--- config.mk ---
export PLATFORM = sky130hd
export DESIGN_NAME = visor_rx_fifo
export DESIGN_NICKNAME = d
export VERILOG_FILES = /design/src/rtl/visor_rx_fifo_pkg.sv /design/src/rtl/sync2.sv /design/src/rtl/visor_rx_fifo.sv
export SDC_FILE = /design/constraint.sdc
export NUM_CORES = 1
export LEC_CHECK = 0
export BUFFER_PORTS_ARGS = -buffer_cell sky130_fd_sc_hd__buf_2
export CAP_MARGIN = 40
export CORE_MARGIN = 5
export CORE_UTILIZATION = 55
export CTS_CLUSTER_DIAMETER = 100
export CTS_CLUSTER_SIZE = 16
export DETAILED_ROUTE_END_ITERATION = 12
export PLACE_DENSITY = 0.84
export SETUP_SLACK_MARGIN = 0.5
export SLEW_MARGIN = 20
export SYNTH_ARGS = -nofsm -noshare
export SYNTH_HDL_FRONTEND = slang
export SYNTH_SLANG_ARGS = --single-unit
export TNS_END_PERCENT = 100
--- constraint.sdc ---
create_clock -name sysclk -period 3.75 [get_ports sysclk]
set_input_delay 0.75 -clock sysclk [delete_from_list [all_inputs] [get_ports sysclk]]
set_output_delay 0.75 -clock sysclk [all_outputs]
set_load 0.005 [all_outputs]
--- src/rtl/visor_rx_fifo_pkg.sv ---
// ---------------------------------------------------------------------------
// visor_rx_fifo_pkg
// Shared visor defines for the UART receive FIFO register. Contents:
//   - bit positions of the visor-readable status/data word
//   - bit indices of the visor load (control) word
//   - DR_ register addresses of the visor register map
//   - pack_rx_word(): assembles the 16-bit visor word from its fields
// ---------------------------------------------------------------------------
package visor_rx_fifo_pkg;

  // Visor-readable word layout
  localparam int VALID_BIT   = 15;
  localparam int OVERRUN_BIT = 14;
  localparam int COUNT_LSB   = 8;
  localparam int COUNT_W     = 6;
  localparam int HEAD_LSB    = 0;
  localparam int HEAD_W      = 8;

  // Visor load word bit indices
  localparam int CTRL_CLR_OVR_BIT = 0;
  localparam int CTRL_FLUSH_BIT   = 1;

  // Visor register addresses
  typedef enum logic [3:0] {
    DR_STATUS  = 4'h0,
    DR_TX_DATA = 4'h1,
    DR_RX_FIFO = 4'h2,
    DR_CTRL    = 4'h3
  } visor_dr_addr_e;

  function automatic logic [15:0] pack_rx_word(
    input logic               valid,
    input logic               overrun,
    input logic [COUNT_W-1:0] count,
    input logic [HEAD_W-1:0]  head
  );
    logic [15:0] word;
    word                           = '0;
    word[VALID_BIT]                = valid;
    word[OVERRUN_BIT]              = overrun;
    word[COUNT_LSB +: COUNT_W]     = count;
    word[HEAD_LSB +: HEAD_W]       = head;
    return word;
  endfunction

endpackage

--- src/rtl/sync2.sv ---
// ---------------------------------------------------------------------------
// sync2
// Two-flop synchronizer bringing a single-bit level from a foreign clock
// domain into sysclk. Both flops clear asynchronously on sysreset.
// Ports:
//   sysclk   - destination clock
//   sysreset - asynchronous, active-high reset
//   d_i      - asynchronous input level
//   q_o      - synchronized level (two sysclk cycles of latency)
// ---------------------------------------------------------------------------
module sync2 (
  input  logic sysclk,
  input  logic sysreset,
  input  logic d_i,
  output logic q_o
);

  logic meta_q;
  logic sync_q;

  always_ff @(posedge sysclk or posedge sysreset) begin
    if (sysreset) begin
      meta_q <= 1'b0;
      sync_q <= 1'b0;
    end else begin
      meta_q <= d_i;
      sync_q <= meta_q;
    end
  end

  assign q_o = sync_q;

endmodule

--- src/rtl/visor_rx_fifo.sv ---
// ---------------------------------------------------------------------------
// visor_rx_fifo
// Receive FIFO between uart_v2_rx and the visor register interface. A byte
// is captured when the (synchronized) rx_busy flag falls, and pushed into a
// DEPTH-entry FIFO. The visor reads the head byte plus status through
// reg_out and pops with rd_strobe; a visor load clears overrun / flushes.
// Ports:
//   sysclk     - system clock
//   sysreset   - asynchronous, active-high reset
//   rx_busy    - byte-in-progress flag (clk_async domain)
//   rx_data    - received byte, stable after rx_busy falls
//   rd_strobe  - visor read pulse, pops the head byte
//   ctrl_load  - visor load pulse
//   ctrl_data  - load data: bit0 clears overrun, bit1 flushes
//   reg_out    - {valid, overrun, count[5:0], head[7:0]}
//   rx_avail   - FIFO not empty
// ---------------------------------------------------------------------------
module visor_rx_fifo
  import visor_rx_fifo_pkg::*;
#(
  parameter int DEPTH = 16
) (
  input  logic        sysclk,
  input  logic        sysreset,
  input  logic        rx_busy,
  input  logic [7:0]  rx_data,
  input  logic        rd_strobe,
  input  logic        ctrl_load,
  input  logic [1:0]  ctrl_data,
  output logic [15:0] reg_out,
  output logic        rx_avail
);

  localparam int PTR_W = $clog2(DEPTH);
  localparam int CNT_W = PTR_W + 1;

  // -------------------------------------------------------------------------
  // Byte-complete detection and capture
  // -------------------------------------------------------------------------
  logic       busy_sync;
  logic       hist_q;
  logic       byte_done;
  logic [7:0] cap_data_q;
  logic       cap_valid_q;

  sync2 u_busy_sync (
    .sysclk   (sysclk),
    .sysreset (sysreset),
    .d_i      (rx_busy),
    .q_o      (busy_sync)
  );

  // Falling edge of the synchronized busy flag. Since the history flop
  // clears on reset, a byte already in progress at reset release is seen
  // rising first and then captured normally when it falls.
  assign byte_done = hist_q & ~busy_sync;

  always_ff @(posedge sysclk or posedge sysreset) begin
    if (sysreset) begin
      hist_q      <= 1'b0;
      cap_data_q  <= 8'h00;
      cap_valid_q <= 1'b0;
    end else begin
      hist_q      <= busy_sync;
      cap_valid_q <= byte_done;
      if (byte_done) begin
        cap_data_q <= rx_data;
      end
    end
  end

  // -------------------------------------------------------------------------
  // FIFO core
  // -------------------------------------------------------------------------
  logic [7:0]       mem_q [DEPTH];
  logic [PTR_W-1:0] wr_ptr_q, wr_ptr_d;
  logic [PTR_W-1:0] rd_ptr_q, rd_ptr_d;
  logic [CNT_W-1:0] count_q, count_d;
  logic             overrun_q, overrun_d;

  logic empty;
  logic full;
  logic flush;
  logic clr_ovr;
  logic do_pop;
  logic do_push;
  logic drop;
  logic mem_we;
  logic [7:0] head;

  assign empty   = (count_q == '0);
  assign full    = (count_q == CNT_W'(DEPTH));
  assign flush   = ctrl_load & ctrl_data[CTRL_FLUSH_BIT];
  assign clr_ovr = ctrl_load & ctrl_data[CTRL_CLR_OVR_BIT];

  // A pop frees the slot the same edge, so a push into a full FIFO is
  // accepted when it coincides with a pop.
  assign do_pop  = rd_strobe & ~empty & ~flush;
  assign do_push = cap_valid_q & (~full | do_pop) & ~flush;
  assign drop    = cap_valid_q & full & ~do_pop & ~flush;

  always_comb begin
    wr_ptr_d  = wr_ptr_q;
    rd_ptr_d  = rd_ptr_q;
    count_d   = count_q;
    overrun_d = overrun_q;
    mem_we    = 1'b0;

    if (flush) begin
      // Flush wins over any coincident push or pop.
      wr_ptr_d = '0;
      rd_ptr_d = '0;
      count_d  = '0;
      if (clr_ovr) begin
        overrun_d = 1'b0;
      end
    end else begin
      if (do_pop) begin
        rd_ptr_d = rd_ptr_q + 1'b1;
      end
      if (do_push) begin
        mem_we   = 1'b1;
        wr_ptr_d = wr_ptr_q + 1'b1;
      end
      case ({do_push, do_pop})
        2'b10:   count_d = count_q + 1'b1;
        2'b01:   count_d = count_q - 1'b1;
        default: count_d = count_q;
      endcase
      // A dropped byte beats a coincident clear.
      if (drop) begin
        overrun_d = 1'b1;
      end else if (clr_ovr) begin
        overrun_d = 1'b0;
      end
    end
  end

  always_ff @(posedge sysclk or posedge sysreset) begin
    if (sysreset) begin
      wr_ptr_q  <= '0;
      rd_ptr_q  <= '0;
      count_q   <= '0;
      overrun_q <= 1'b0;
    end else begin
      wr_ptr_q  <= wr_ptr_d;
      rd_ptr_q  <= rd_ptr_d;
      count_q   <= count_d;
      overrun_q <= overrun_d;
    end
  end

  // Storage is deliberately not reset; mem_we cannot fire during reset
  // because cap_valid_q is held clear.
  always_ff @(posedge sysclk) begin
    if (mem_we) begin
      mem_q[wr_ptr_q] <= cap_data_q;
    end
  end

  // -------------------------------------------------------------------------
  // Visor-facing outputs
  // -------------------------------------------------------------------------
  assign head     = empty ? 8'h00 : mem_q[rd_ptr_q];
  assign reg_out  = pack_rx_word(~empty, overrun_q, COUNT_W'(count_q), head);
  assign rx_avail = ~empty;

endmodule

==> results.tsv <==
metric	value	unit
Die Y-Extent	117.6	um
Int Pwr	3.734	mW
initial core utilization	56.04	%
Routed Antenna Nets	0	
Clock Tree Root	clkbuf_16	
Setup Skew	7.975	ps
final setup vio count	0	
worst path required time	4050	ps
Final Hold Fails	0	
TritonCTS buffer count	17	
RR Endpoint	count_q[4]	
vias in the first global route	3692	
Arr. time, crit path	3520	ps
FF/Latch Area	0.004501	sq mm
area post-placement	0.006738	sq mm
status	finished clean	
crit path max fanout	8	
Clock Sink Count	154	
Leak	2.590	nW
RSZ-0062 raised after global routing	yes	
slack of the worst reg-to-reg path	530	ps
clock-pin slew on the worst setup and hold paths	60	ps
final setup margin	529.6	ps
CORE AREA	0.01137	sq mm
Max VDD drop	0.4475	mV
Fillers	708	
Fmax achieved	310.5	MHz
IO buf count	30	
# rows	39	
top cell type's share of synthesized area	60.33	%
Vias	3444	
Ant. Diodes	0	
final max-slew violation count	0	
later-pin clock latency in the skew report	420	ps
Cells after Synth	356	
CP Launch Type	flop	
RD Place Congestion	0.9024	
Slew headroom	45.04	%
hpwl dp	8.193	mm
# IOs	32	
drt pass-1 iters	5	
Total Routing Usage GR	20.59	%
register area share after synthesis	70.54	%
Cell Area, Synth	0.006371	sq mm
Register-to-Register Path Depth	12	
first-pass GRT wire length	21.31	mm
P per Cell Area	691.2	mW/mm^2
setup TNS	0	ps
syn_nets	380	
clock share of power	35.0	%
worst-case clock buffer depth	2	
average wire per standard cell	23.84	um
CP Class	flop to flop	
initial drt markers	387	
die area	0.01384	sq mm
final wirelength	13.40	mm
Slew @ Worst Pin	821.3	ps
worst hold-check path type	input pin to async pin	
switching power total	1.424	mW
htree depth	4	
share of cells above drive strength 1	33.17	%
Layout area overhead	17.14	%
Final #Nets	430	
CP endpoint kind	flop	
post-cts hold buffer count	0	
multi-input logic area	0.001769	sq mm
gr ovfl total	0	
largest net degree at the start of global routing	19	
Max Cap Violations	0	
power share of the sequential group	42.3	%
post-synth cell types	41	
initial antenna violation count	0	
syn_area_per_cell	17.90	sq um
area leader, netlist	edfxtp_1	
combinational share of power	22.7	%
fin crit share	85.88	%
Yosys reg bits	154	
DP Cell Count	522	
final instance area	0.007463	sq mm
Residual DRC	0	
die width	117.6	um
switching part of the total	27.61	%
Tmin final	3220	ps
DR vias/cell	6.128	
reg2reg start	count_q[0]	
Area contributors post-synth	edfxtp_1 60%, mux4_2 11%, dfrtp_1 10%	
setup slack at placement	320.1	ps
CTS tree	done	
Ys Warns	0	
final core utilization	65.64	%
final non-filler cell total	562	
## worst max path at each step
stage	from	slack [ps]	depth (start not counted)	endpoint
floorplan	count_q[1]	630	12	count_q[4]
global placement	count_q[1]	530	12	count_q[4]
detailed placement	count_q[1]	320	12	count_q[4]
CTS	count_q[0]	520	12	count_q[4]
global route	count_q[0]	430	12	count_q[4]
finish	count_q[0]	530	12	count_q[4]
## sequential cells by signal, summed over array words and instances (netlist names), 4 cells and up
register and flops:
count_q 5, rd_ptr_q 4, wr_ptr_q 4, mem_q 128, cap_data_q 8
## per-layer routing
layer | wire length (um) | track usage (%)
met5 | 0 | 0
met4 | 328 | 8.387
met3 | 1063 | 4.757
met2 | 6822 | 32.78
met1 | 5184 | 27.67
## synth_stat cells
cell / instances
o21ai_0: 1
nor2_8: 1
buf_2: 8
inv_6: 1
o31a_1: 1
nand3_1: 9
conb_1: 1
xor2_1: 6
clkbuf_1: 10
fa_1: 1
and3_1: 2
a21oi_1: 4
mux4_2: 32
nand2_1: 14
buf_1: 2
mux2_2: 8
mux2i_1: 8
nor3_1: 7
nor4_1: 3
a221oi_4: 1
o22ai_1: 1
inv_1: 6
or4_1: 1
dfrtp_1: 26
ha_1: 8
or2_2: 1
a211oi_1: 16
a21o_2: 1
xnor2_1: 1
mux2_1: 4
or4_4: 1
nand3b_1: 2
or3b_2: 2
edfxtp_1: 128
a32o_1: 1
nor2_1: 18
nor2b_1: 12
or3_1: 1
and2_1: 1
buf_4: 3
nor3b_1: 2
## cell type report
cell class / count / share of cell area [%]
Tap cell: 143 / 2.397
Timing Repair Buffer: 54 / 4.744
Multi-Input combinational cell: 172 / 23.70
Clock inverter: 12 / 2.314
Clock buffer: 20 / 6.119
Inverter: 7 / 0.4191
Sequential cell: 154 / 60.30
## kinds of logic (layout without fill, tap and decap cells)
| group | after synthesis | in the layout | share of synthesized area, % |
|---|---|---|---|
| muxes | 52 | 52 | 14.69 |
| adders and majority gates | 9 | 9 | 1.885 |
| buffers and inverters | 30 | 93 | 2.180 |
| DFF | 154 | 154 | 70.54 |
| and+or+nand+nor | 77 | 77 | 6.461 |
| xor gates and xnor gates | 7 | 7 | 0.9623 |
| other | 1 | 1 | 0.05886 |
| AOI/OAI and AO/OA | 26 | 26 | 3.221 |
## repair_timing
| action | 4_1_cts | 5_1_grt |
|---|---|---|
| pin swaps | 2 | 0 |
| setup buffers | 3 | 3 |
| gates resized for setup | 7 | 2 |
| setup endpoints to repair | 9 | 7 |
## placed cells by master (no fill, tap or decap), types with 7 or more instances in the layout
master / n
a211oi_1: 16
buf_2: 30
buf_4: 22
clkbuf_16: 17
dfrtp_1: 23
edfxtp_1: 128
ha_1: 7
mux2_2: 8
mux2i_1: 8
mux4_2: 32
nand2_1: 14
nand3_1: 9
nor2_1: 18
nor2b_1: 11
## stage by stage
step	hold slack (ps)	power (mW)
2_1_floorplan	331.2	2.909
3_3_place_gp	338.1	3.239
3_5_place_dp	341.8	3.302
4_1_cts	340.2	5.146
5_1_grt	356.9	5.399
6_report	339.0	5.158
## power by group through the flow
stage               Sequential, mW  Clock [mW]  Combinational, mW
global placement              2.19           0               1.05
CTS                           2.18        1.82               1.15
global route                  2.20        1.90               1.30
detailed placement            2.21           0               1.09
floorplan                     2.10           0              0.807
finish                        2.18        1.80               1.17
## critical path: stages, from the launching register on
cell	delay [ps]
dfrtp_2	460
or4_4	570
nor2_8	150
inv_6	60
nand2_1	120
or3_1	170
inv_1	110
ha_4	290
nor2b_4	150
o22ai_2	110
or3b_2	460
and3_1	180
o31a_1	270
Note: power is estimated with default switching activity, not from simulation.
